File: config.mk
export PLATFORM = sky130hd
export DESIGN_NAME = leb128_decoder_flat
export DESIGN_NICKNAME = d
export VERILOG_FILES = /design/src/rtl/leb128_decoder_if.sv /design/src/rtl/leb128_decoder.sv /design/src/flat_wrapper.sv
export SDC_FILE = /design/constraint.sdc
export NUM_CORES = 1
export LEC_CHECK = 0
export CAP_MARGIN = 30
export CORE_UTILIZATION = 55
export DETAILED_ROUTE_END_ITERATION = 8
export GPL_TIMING_DRIVEN = 0
export PLACE_DENSITY = 0.77
export SKIP_LAST_GASP = 1
export SLEW_MARGIN = 25
export SYNTH_ARGS = -nofsm -noshare
export SYNTH_HDL_FRONTEND = slang
export SYNTH_SLANG_ARGS = --single-unit
File: constraint.sdc
create_clock -name clk -period 3.2 [get_ports clk]
set_input_delay 0.32 -clock clk [delete_from_list [all_inputs] [get_ports clk]]
set_output_delay 0.32 -clock clk [all_outputs]
set_load 0.005 [all_outputs]
File: src/rtl/leb128_decoder_if.sv
// Request/response and ROM-port bundle between the fetch controller and the LEB128 decoder.
interface leb128_decoder_if #(
  parameter int ROM_ADDR = 4
);
  logic                start;
  logic [ROM_ADDR-1:0] pc_in;
  logic                signed_mode;
  logic                is_64;
  logic [ROM_ADDR-1:0] rom_addr;
  logic [7:0]          rom_data;
  logic                busy;
  logic                done;
  logic [63:0]         value;
  logic [ROM_ADDR-1:0] next_pc;
  logic [2:0]          trap;

  modport master (
    output start, pc_in, signed_mode, is_64, rom_data,
    input  rom_addr, busy, done, value, next_pc, trap
  );

  modport slave (
    input  start, pc_in, signed_mode, is_64, rom_data,
    output rom_addr, busy, done, value, next_pc, trap
  );
endinterface

File: src/rtl/leb128_decoder.sv
// Immediate-fetch stage: walks bytecode ROM from pc_in and decodes one u/s LEB128 immediate
// (32 or 64 bit), reporting value, the following byte address and an overrun trap.
module leb128_decoder #(
  parameter int ROM_ADDR = 4
) (
  input  logic               clk,
  input  logic               reset,
  leb128_decoder_if.slave    bus
);

  typedef enum logic [1:0] {S_IDLE, S_WAIT, S_ACCUM, S_DONE} state_t;

  localparam logic [2:0] TRAP_MALFORMED = 3'd5;

  state_t              r_state;
  state_t              w_state_nxt;
  logic [ROM_ADDR-1:0] r_addr;
  logic [ROM_ADDR-1:0] r_pc;
  logic                r_signed;
  logic                r_is64;
  logic [3:0]          r_count;
  logic [63:0]         r_acc;
  logic [6:0]          r_shift;
  logic [63:0]         r_value;
  logic [ROM_ADDR-1:0] r_next_pc;
  logic [2:0]          r_trap;

  logic [63:0]         w_chunk;
  logic [63:0]         w_acc_nxt;
  logic [6:0]          w_shift_nxt;
  logic [3:0]          w_count_nxt;
  logic [3:0]          w_max;
  logic                w_term;
  logic                w_overrun;

  // Sign-extend from the first unfilled bit, then fold to the requested result width.
  function automatic logic [63:0] f_finalize(input logic [63:0] acc, input logic [6:0] shift,
                                             input logic sgn, input logic w64, input logic b6);
    logic [63:0] full;
    full = acc;
    if (sgn && b6 && (shift < 7'd64))
      full = acc | (~64'd0 << shift);
    if (w64)
      return full;
    else if (sgn)
      return {{32{full[31]}}, full[31:0]};
    else
      return {32'd0, full[31:0]};
  endfunction

  // Bits landing past bit 63 fall off the 64-bit shift, so they are dropped for free.
  assign w_chunk     = {57'd0, bus.rom_data[6:0]} << r_shift;
  assign w_acc_nxt   = r_acc | w_chunk;
  assign w_shift_nxt = r_shift + 7'd7;
  assign w_count_nxt = r_count + 4'd1;
  assign w_max       = r_is64 ? 4'd10 : 4'd5;
  assign w_term      = ~bus.rom_data[7];
  assign w_overrun   = bus.rom_data[7] && (w_count_nxt == w_max);

  always_comb begin
    w_state_nxt = r_state;
    case (r_state)
      S_IDLE:  if (bus.start) w_state_nxt = S_WAIT;
      S_WAIT:  w_state_nxt = S_ACCUM;
      S_ACCUM: if (w_term || w_overrun) w_state_nxt = S_DONE;
      S_DONE:  w_state_nxt = S_IDLE;
      default: w_state_nxt = S_IDLE;
    endcase
  end

  always_ff @(posedge clk) begin
    if (reset) begin
      r_state   <= S_IDLE;
      r_addr    <= '0;
      r_pc      <= '0;
      r_signed  <= 1'b0;
      r_is64    <= 1'b0;
      r_count   <= '0;
      r_acc     <= '0;
      r_shift   <= '0;
      r_value   <= '0;
      r_next_pc <= '0;
      r_trap    <= '0;
    end else begin
      r_state <= w_state_nxt;
      case (r_state)
        S_IDLE: begin
          if (bus.start) begin
            r_addr   <= bus.pc_in;
            r_pc     <= bus.pc_in;
            r_signed <= bus.signed_mode;
            r_is64   <= bus.is_64;
            r_count  <= '0;
            r_acc    <= '0;
            r_shift  <= '0;
          end
        end
        S_WAIT: r_addr <= r_addr + ROM_ADDR'(1);
        S_ACCUM: begin
          r_acc   <= w_acc_nxt;
          r_shift <= w_shift_nxt;
          r_count <= w_count_nxt;
          r_addr  <= r_addr + ROM_ADDR'(1);
          // On overrun the consumed count equals the byte limit, so next_pc is the same sum.
          if (w_term) begin
            r_value   <= f_finalize(w_acc_nxt, w_shift_nxt, r_signed, r_is64, bus.rom_data[6]);
            r_next_pc <= r_pc + ROM_ADDR'(w_count_nxt);
            r_trap    <= 3'd0;
          end else if (w_overrun) begin
            r_value   <= '0;
            r_next_pc <= r_pc + ROM_ADDR'(w_count_nxt);
            r_trap    <= TRAP_MALFORMED;
          end
        end
        default: ;
      endcase
    end
  end

  assign bus.rom_addr = r_addr;
  assign bus.busy     = (r_state == S_WAIT) || (r_state == S_ACCUM);
  assign bus.done     = (r_state == S_DONE);
  assign bus.value    = r_value;
  assign bus.next_pc  = r_next_pc;
  assign bus.trap     = r_trap;

endmodule

File: src/flat_wrapper.sv
// flat-port wrapper written by rule: the top's interface ports become plain ports
module leb128_decoder_flat 
#(
  parameter int ROM_ADDR = 4
)
  (clk, reset, bus_start, bus_pc_in, bus_signed_mode, bus_is_64, bus_rom_data, bus_rom_addr, bus_busy, bus_done, bus_value, bus_next_pc, bus_trap);
  leb128_decoder_if #(.ROM_ADDR(ROM_ADDR)) bus_i ();
  input  logic clk;
  input  logic reset;
  input wire logic [$bits(bus_i.start)-1:0] bus_start;
  input wire logic [$bits(bus_i.pc_in)-1:0] bus_pc_in;
  input wire logic [$bits(bus_i.signed_mode)-1:0] bus_signed_mode;
  input wire logic [$bits(bus_i.is_64)-1:0] bus_is_64;
  input wire logic [$bits(bus_i.rom_data)-1:0] bus_rom_data;
  output wire logic [$bits(bus_i.rom_addr)-1:0] bus_rom_addr;
  output wire logic [$bits(bus_i.busy)-1:0] bus_busy;
  output wire logic [$bits(bus_i.done)-1:0] bus_done;
  output wire logic [$bits(bus_i.value)-1:0] bus_value;
  output wire logic [$bits(bus_i.next_pc)-1:0] bus_next_pc;
  output wire logic [$bits(bus_i.trap)-1:0] bus_trap;
  assign bus_i.start = bus_start;
  assign bus_i.pc_in = bus_pc_in;
  assign bus_i.signed_mode = bus_signed_mode;
  assign bus_i.is_64 = bus_is_64;
  assign bus_i.rom_data = bus_rom_data;
  assign bus_rom_addr = bus_i.rom_addr;
  assign bus_busy = bus_i.busy;
  assign bus_done = bus_i.done;
  assign bus_value = bus_i.value;
  assign bus_next_pc = bus_i.next_pc;
  assign bus_trap = bus_i.trap;
  leb128_decoder #(.ROM_ADDR(ROM_ADDR)) u_core (.clk(clk), .reset(reset), .bus(bus_i));
endmodule
Yosys cells after proc, flatten, opt, wreduce, memory -nomap -nowiden
Index checks and enable logic that the tools add are counted. Widths: inputs -> output; s select.

Register bits: 158. Output and inout port bits: 77. Input port bits: 17.

Multiplexer cells: 21. Shifts and indexed selects: 2. $lt $le $gt $ge: 1. Equality and inequality tests: 7. Bitwise gates (word level): 3. Add/subtract/negate cells: 4. Reduce and logical (&&, ||, !) cells: 14.

Operators by type and width (number): $mux 64 (6); $or 64x64->64 (2); $pmux 64 s2 (1); $shl 64x7->64 const A (1); $shl 7x7->64 (1); $mux 4 (5); $pmux 4 s2 (2); $pmux 7 s2 (1); $reduce_and 2->1 (5); $add 4x1->4 const B (2); $pmux 2 s4 (1); $add 7x3->7 const B (1); $lt 7x7->1 const B (1); $mux 7 (1); $mux 3 (2); $add 4x4->4 (1); $eq 2x2->1 const B (2); $eq 4x4->1 (1); $mux 2 (2); $ne 2x1->1 const B (2); $reduce_bool 2->1 (2); $logic_and 1x1->1 (3); $eq 2x1->1 const B (1); $logic_not 2->1 (1); 4 further kinds (5).

Longest topological paths before layout
Word-level depth: 7. Mapped depth: 11. Depth with buffers taken out: 9.

Worst setup path before layout
OpenSTA, ideal clock, no wires.

Kind: reg2reg. From: reg u_core.r_shift[0]. To: reg u_core.r_value[3], in the netlist u_core.bus.value[3]. Library setup time: 0.059 ns. Arrival: 2.395 ns. Clock period less this slack: 2.454 ns. Path slack: 0.746 ns. Stages on the path, launching flop included: 11. Cells stage by stage: dfxtp_1 -> buf_2 -> inv_1 -> ha_1 -> nor2b_1 -> or4_1 -> clkbuf_1 -> a21o_1 -> buf_4 -> o41ai_2 -> a22o_1.

Word-level cells in the longest chain between the ends: 7.

Ends and longest elaborated chain: start, declared (line leb128_decoder.sv:23) `logic [6:0] r_shift;`; start signal, assigned (line leb128_decoder.sv:101) `r_shift <= w_shift_nxt;`; $add 7x3->7 or $shl 7x7->64 (tied branches) (line leb128_decoder.sv:54, leb128_decoder.sv:52); $shl 64x7->64, or another cell as far along (line leb128_decoder.sv:42) `full = acc | (~64'd0 << shift);`; $or 64x64->64 or $logic_and 1x1->1 (tied branches) (line leb128_decoder.sv:42, leb128_decoder.sv:41); $mux 64 * (line leb128_decoder.sv:41) `if (sgn && b6 && (shift < 7'd64))`; $mux 64 (line leb128_decoder.sv:45) `else if (sgn)`; $mux 64 * (line leb128_decoder.sv:43) `if (w64)`; $mux 64 * (line leb128_decoder.sv:105) `if (w_term) begin`; end signal, assigned (line leb128_decoder.sv:106) `r_value <= f_finalize(w_acc_nxt, w_shift_nxt, r_signed, r_is64, bus.rom_data[6]);`; end, declared (line leb128_decoder.sv:24) `logic [63:0] r_value;`.

Every way passes the cells marked *; elsewhere a longest branch is shown, timed or not. A chain may end at the register's enable or synchronous reset.

Final worst setup path
From: reg u_core.r_shift[0]. To: reg u_core.r_value[42], in the netlist u_core.bus.value[42].

The elaborated chain is that of the path after synthesis.

==> results.cfg <==
[yosys]
synth_top_family_by_area = compound AO/OA/AOI/OAI gates
synth_cells = 885
synth_warnings = 0
synth_compound_area_frac = 0.317
synthesis.nets = 915
yosysSeqAreaShare = 0.406
synth_area_leaders = dfxtp_1, a22oi_1, nor2_1, o2bb2ai_1, a21oi_1
synth_xor_area_frac = 0.00796
synth_top_area_share = 0.406
yosys_most_used_dff = dfxtp_1
synth_cell_types = 75
async_flop_share = 0
synth_edf_count = 0
syn_area_per_cell_um2 = 8.70
synthAdderAreaFrac = 0.0221
synthSimpleGateAreaFrac = 0.154
synth-seq-cells = 156
synth_area_mm2 = 0.00770
yosys.area.top_type = dfxtp_1
synthTopCellsByCount = dfxtp_1, nor2_1, a21oi_1
synthMuxAreaShare = 0.0372
synth_most_common_cell = dfxtp_1

[route]
drt-initial-drc-count = 1192
postRouteAntennaNets = 0
vias_per_cell = 6.71
wire_per_inst_um = 23.1
remaining_drc_errors = 0
wirelength_um = 27400
vias = 7971
first_pass_iters = 8

[final_layout]
drive_gt1_frac = 0.0988
syn2layout_area_growth_pct = 22.7
nets = 1029
final_cells = 1188
fillers = 1119
final_area_mm2 = 0.00945
diodes = 0

[grt]
use_met1 = 0.532
grt_max_degree = 17
grt_pass1_vias = 7230
grt_use_met2 = 0.566
track_usage = 0.385
grt.overflow.total = 0
grt_pass1_wl_um = 42000
gr-usage-met3 = 0.0693
grt_antenna_before_repair = 0
grt_busiest_layer = met2

[sta]
fin_crit_sh = 0.966
rsz0062_at_grt = yes
finalHoldWorstSlack_ns = 0.454
relSlewSlack = 0.235
finClkSkew_ns = 0.0119
setup_viol = 0
finalHoldViolations = 0
fin_tns_setup_ns = 0
post-route-min-period_ns = 3.09
slew_viol_final = 0
max_freq_mhz = 324
tightest_slew_ns = 1.14

[setup_path]
cp_max_fo = 10
r2r-start = u_core.r_shift[0]
r2r_slack_ns = 0.11
crit_arrival_ns = 3.47
critical_path_class = flip-flop to flip-flop
worstRegToRegCells = 10
start_kind = flip-flop
r2r-end = u_core.bus.value[42]
endpoint_kind = flip-flop
crit_required_ns = 3.58

[cts]
cts-root-buf = clkbuf_16
path_clk_slew_ns = 0.07
cts_tree = built
h-tree-depth = 4
cts_hold_buffers = 0
cts.sinks = 156
cts-buffers-inserted = 17
clock_latency_ns = 0.44
clockBufferDepth = 2

[floorplan]
ios = 94
initial_core_util = 0.572
core_area_mm2 = 0.0135
die-area_mm2 = 0.0145
num_rows = 42
fp.dieW_um = 120
fp.dieH_um = 120

[place]
hpwl_um = 19700
io_buffer_count = 92
placed_area_mm2 = 0.00885
dpl.cell_count = 1154
gp_congestion = 1.02

[power_and_ir_drop]
peakVddDrop_mv = 0.454
clkPwrFrac = 0.329
switching_power_uw = 2260
p_per_area_mw_per_mm2 = 629
internal_power_uw = 3690
sequentialPowerShare = 0.355
p_leak_uw = 0.00340
swShare = 0.379
comb_power_share = 0.316

[hold_path]
hp-start = bus_signed_mode
hp-class = input port to flip-flop
whs_endpoint = u_core.r_signed
holdPathStages = 3

[flow_run]
drv_cap = 0

[status]
status = finished, final reports clean
[repair_timing]
| item | in CTS | in global routing |
|---|---|---|
| buffers inserted | 0 | 2 |
| endpoints found under the setup margin | 9 | 22 |
| hold endpoints to repair | 0 | 0 |
| pin swaps | 0 | 1 |
| gates resized for setup | 2 | 9 |
[final cells by class]
| class | instances | area, µm² | share of cell area |
|---|---|---|---|
| Buffer | 81 | 375 | 0.0397 |
| Clock buffer | 18 | 439 | 0.0465 |
| Clock inverter | 14 | 125 | 0.0132 |
| Inverter | 14 | 52.6 | 0.00556 |
| Multi-Input combinational cell | 633 | 4160 | 0.441 |
| Sequential cell | 156 | 3120 | 0.330 |
| Tap cell | 176 | 220 | 0.0233 |
| Timing Repair Buffer | 96 | 951 | 0.101 |
[logic make-up (layout without fill, tap and decap cells)]
group,Yosys count,count (layout)
compound gates,332,332
fa+ha+maj,13,13
simple gates,254,254
buf+inv,96,223
xor+xnor,7,7
flops,156,156
other cells,1,1
mux,26,26
[metal layers]
layer | part of all wire | vias up
li1 | - | 3553
met1 | 0.42 | 3777
met2 | 0.43 | 532
met3 | 0.10 | 109
met4 | 0.054 | 0
met5 | 0 | -
[worst max-delay path: stages (launching register included)]
cell      delay [ns]
dfxtp_1         0.34
buf_2           0.24
inv_1           0.16
ha_1            0.33
nor2b_1         0.21
or4_1           0.48
clkbuf_1        0.19
a21oi_1         0.25
buf_2           0.31
o41a_2          0.35
a22o_1          0.18
[power groups by stage]
stage               logic [µW]  registers [µW]  clock network [µW]
floorplan                 1140            2140                   0
global placement          1790            2150                   0
detailed placement        1790            2160                   0
CTS                       1810            2110                1940
global route              1980            2130                2030
finish                    1880            2110                1960
[state kept, by name, summed over array words and instances, names as in the netlist]
register and flops:
u_core.r_shift 7, u_core.r_is64 1, u_core.bus.trap 1, u_core.r_signed 1, u_core.r_count 4, u_core.r_acc 64, u_core.r_state 2, u_core.bus.value 64
u_core.bus.next_pc 4, u_core.bus.rom_addr 4, u_core.r_pc 4
[layout by cell type (no fill, tap or decap), types with 4 or more instances in the layout]
master	synthesis	layout
o221ai_1	4	4
o2bb2ai_1	47	47
a221oi_1	21	21
inv_6	0	5
o21a_1	4	4
nand3_1	14	14
nor2b_1	9	7
clkinv_4	0	4
clkbuf_16	0	17
a31oi_1	7	7
o21ai_0	29	28
nand2b_1	20	20
nand2_1	40	40
o22ai_1	4	4
ha_1	12	11
clkbuf_1	44	40
a211oi_1	24	24
a21o_1	5	5
a211o_1	5	5
mux2_2	7	7
inv_1	13	13
a22o_1	17	17
a22oi_1	58	58
clkdlybuf4s50_1	0	92
nor2_1	113	113
and2_1	8	8
o211ai_1	4	4
mux2i_1	17	17
xnor2_1	4	4
and3_1	4	4
a21oi_1	68	68
dfxtp_1	156	156
buf_1	6	6
buf_2	25	24
or3_1	4	4
buf_4	5	8
nor3_1	25	24
[worst max path at each step]
| stage | start | to | cells after the start |
|---|---|---|---|
| 4_1_cts | u_core.r_shift[0] | u_core.bus.value[40] | 10 |
| 3_5_place_dp | u_core.r_shift[0] | u_core.bus.value[13] | 10 |
| 6_report | u_core.r_shift[0] | u_core.bus.value[42] | 10 |
| 2_1_floorplan | u_core.r_shift[0] | u_core.bus.value[3] | 10 |
| 3_3_place_gp | u_core.r_shift[0] | u_core.bus.value[13] | 10 |
| 5_1_grt | u_core.r_shift[0] | u_core.bus.value[35] | 10 |
[per-stage QoR]
| step | setup WS, ns | utilization | power, µW |
|---|---|---|---|
| floorplan | 0.746 | - | 3280 |
| global route | -0.0519 | 0.702 | 6140 |
| global placement | -0.188 | 0.657 | 3950 |
| CTS | 0.0481 | 0.700 | 5860 |
| finish | 0.110 | 0.702 | 5950 |
| detailed placement | -0.200 | 0.658 | 3950 |
No activity file was read; power rests on OpenSTA's default activity.
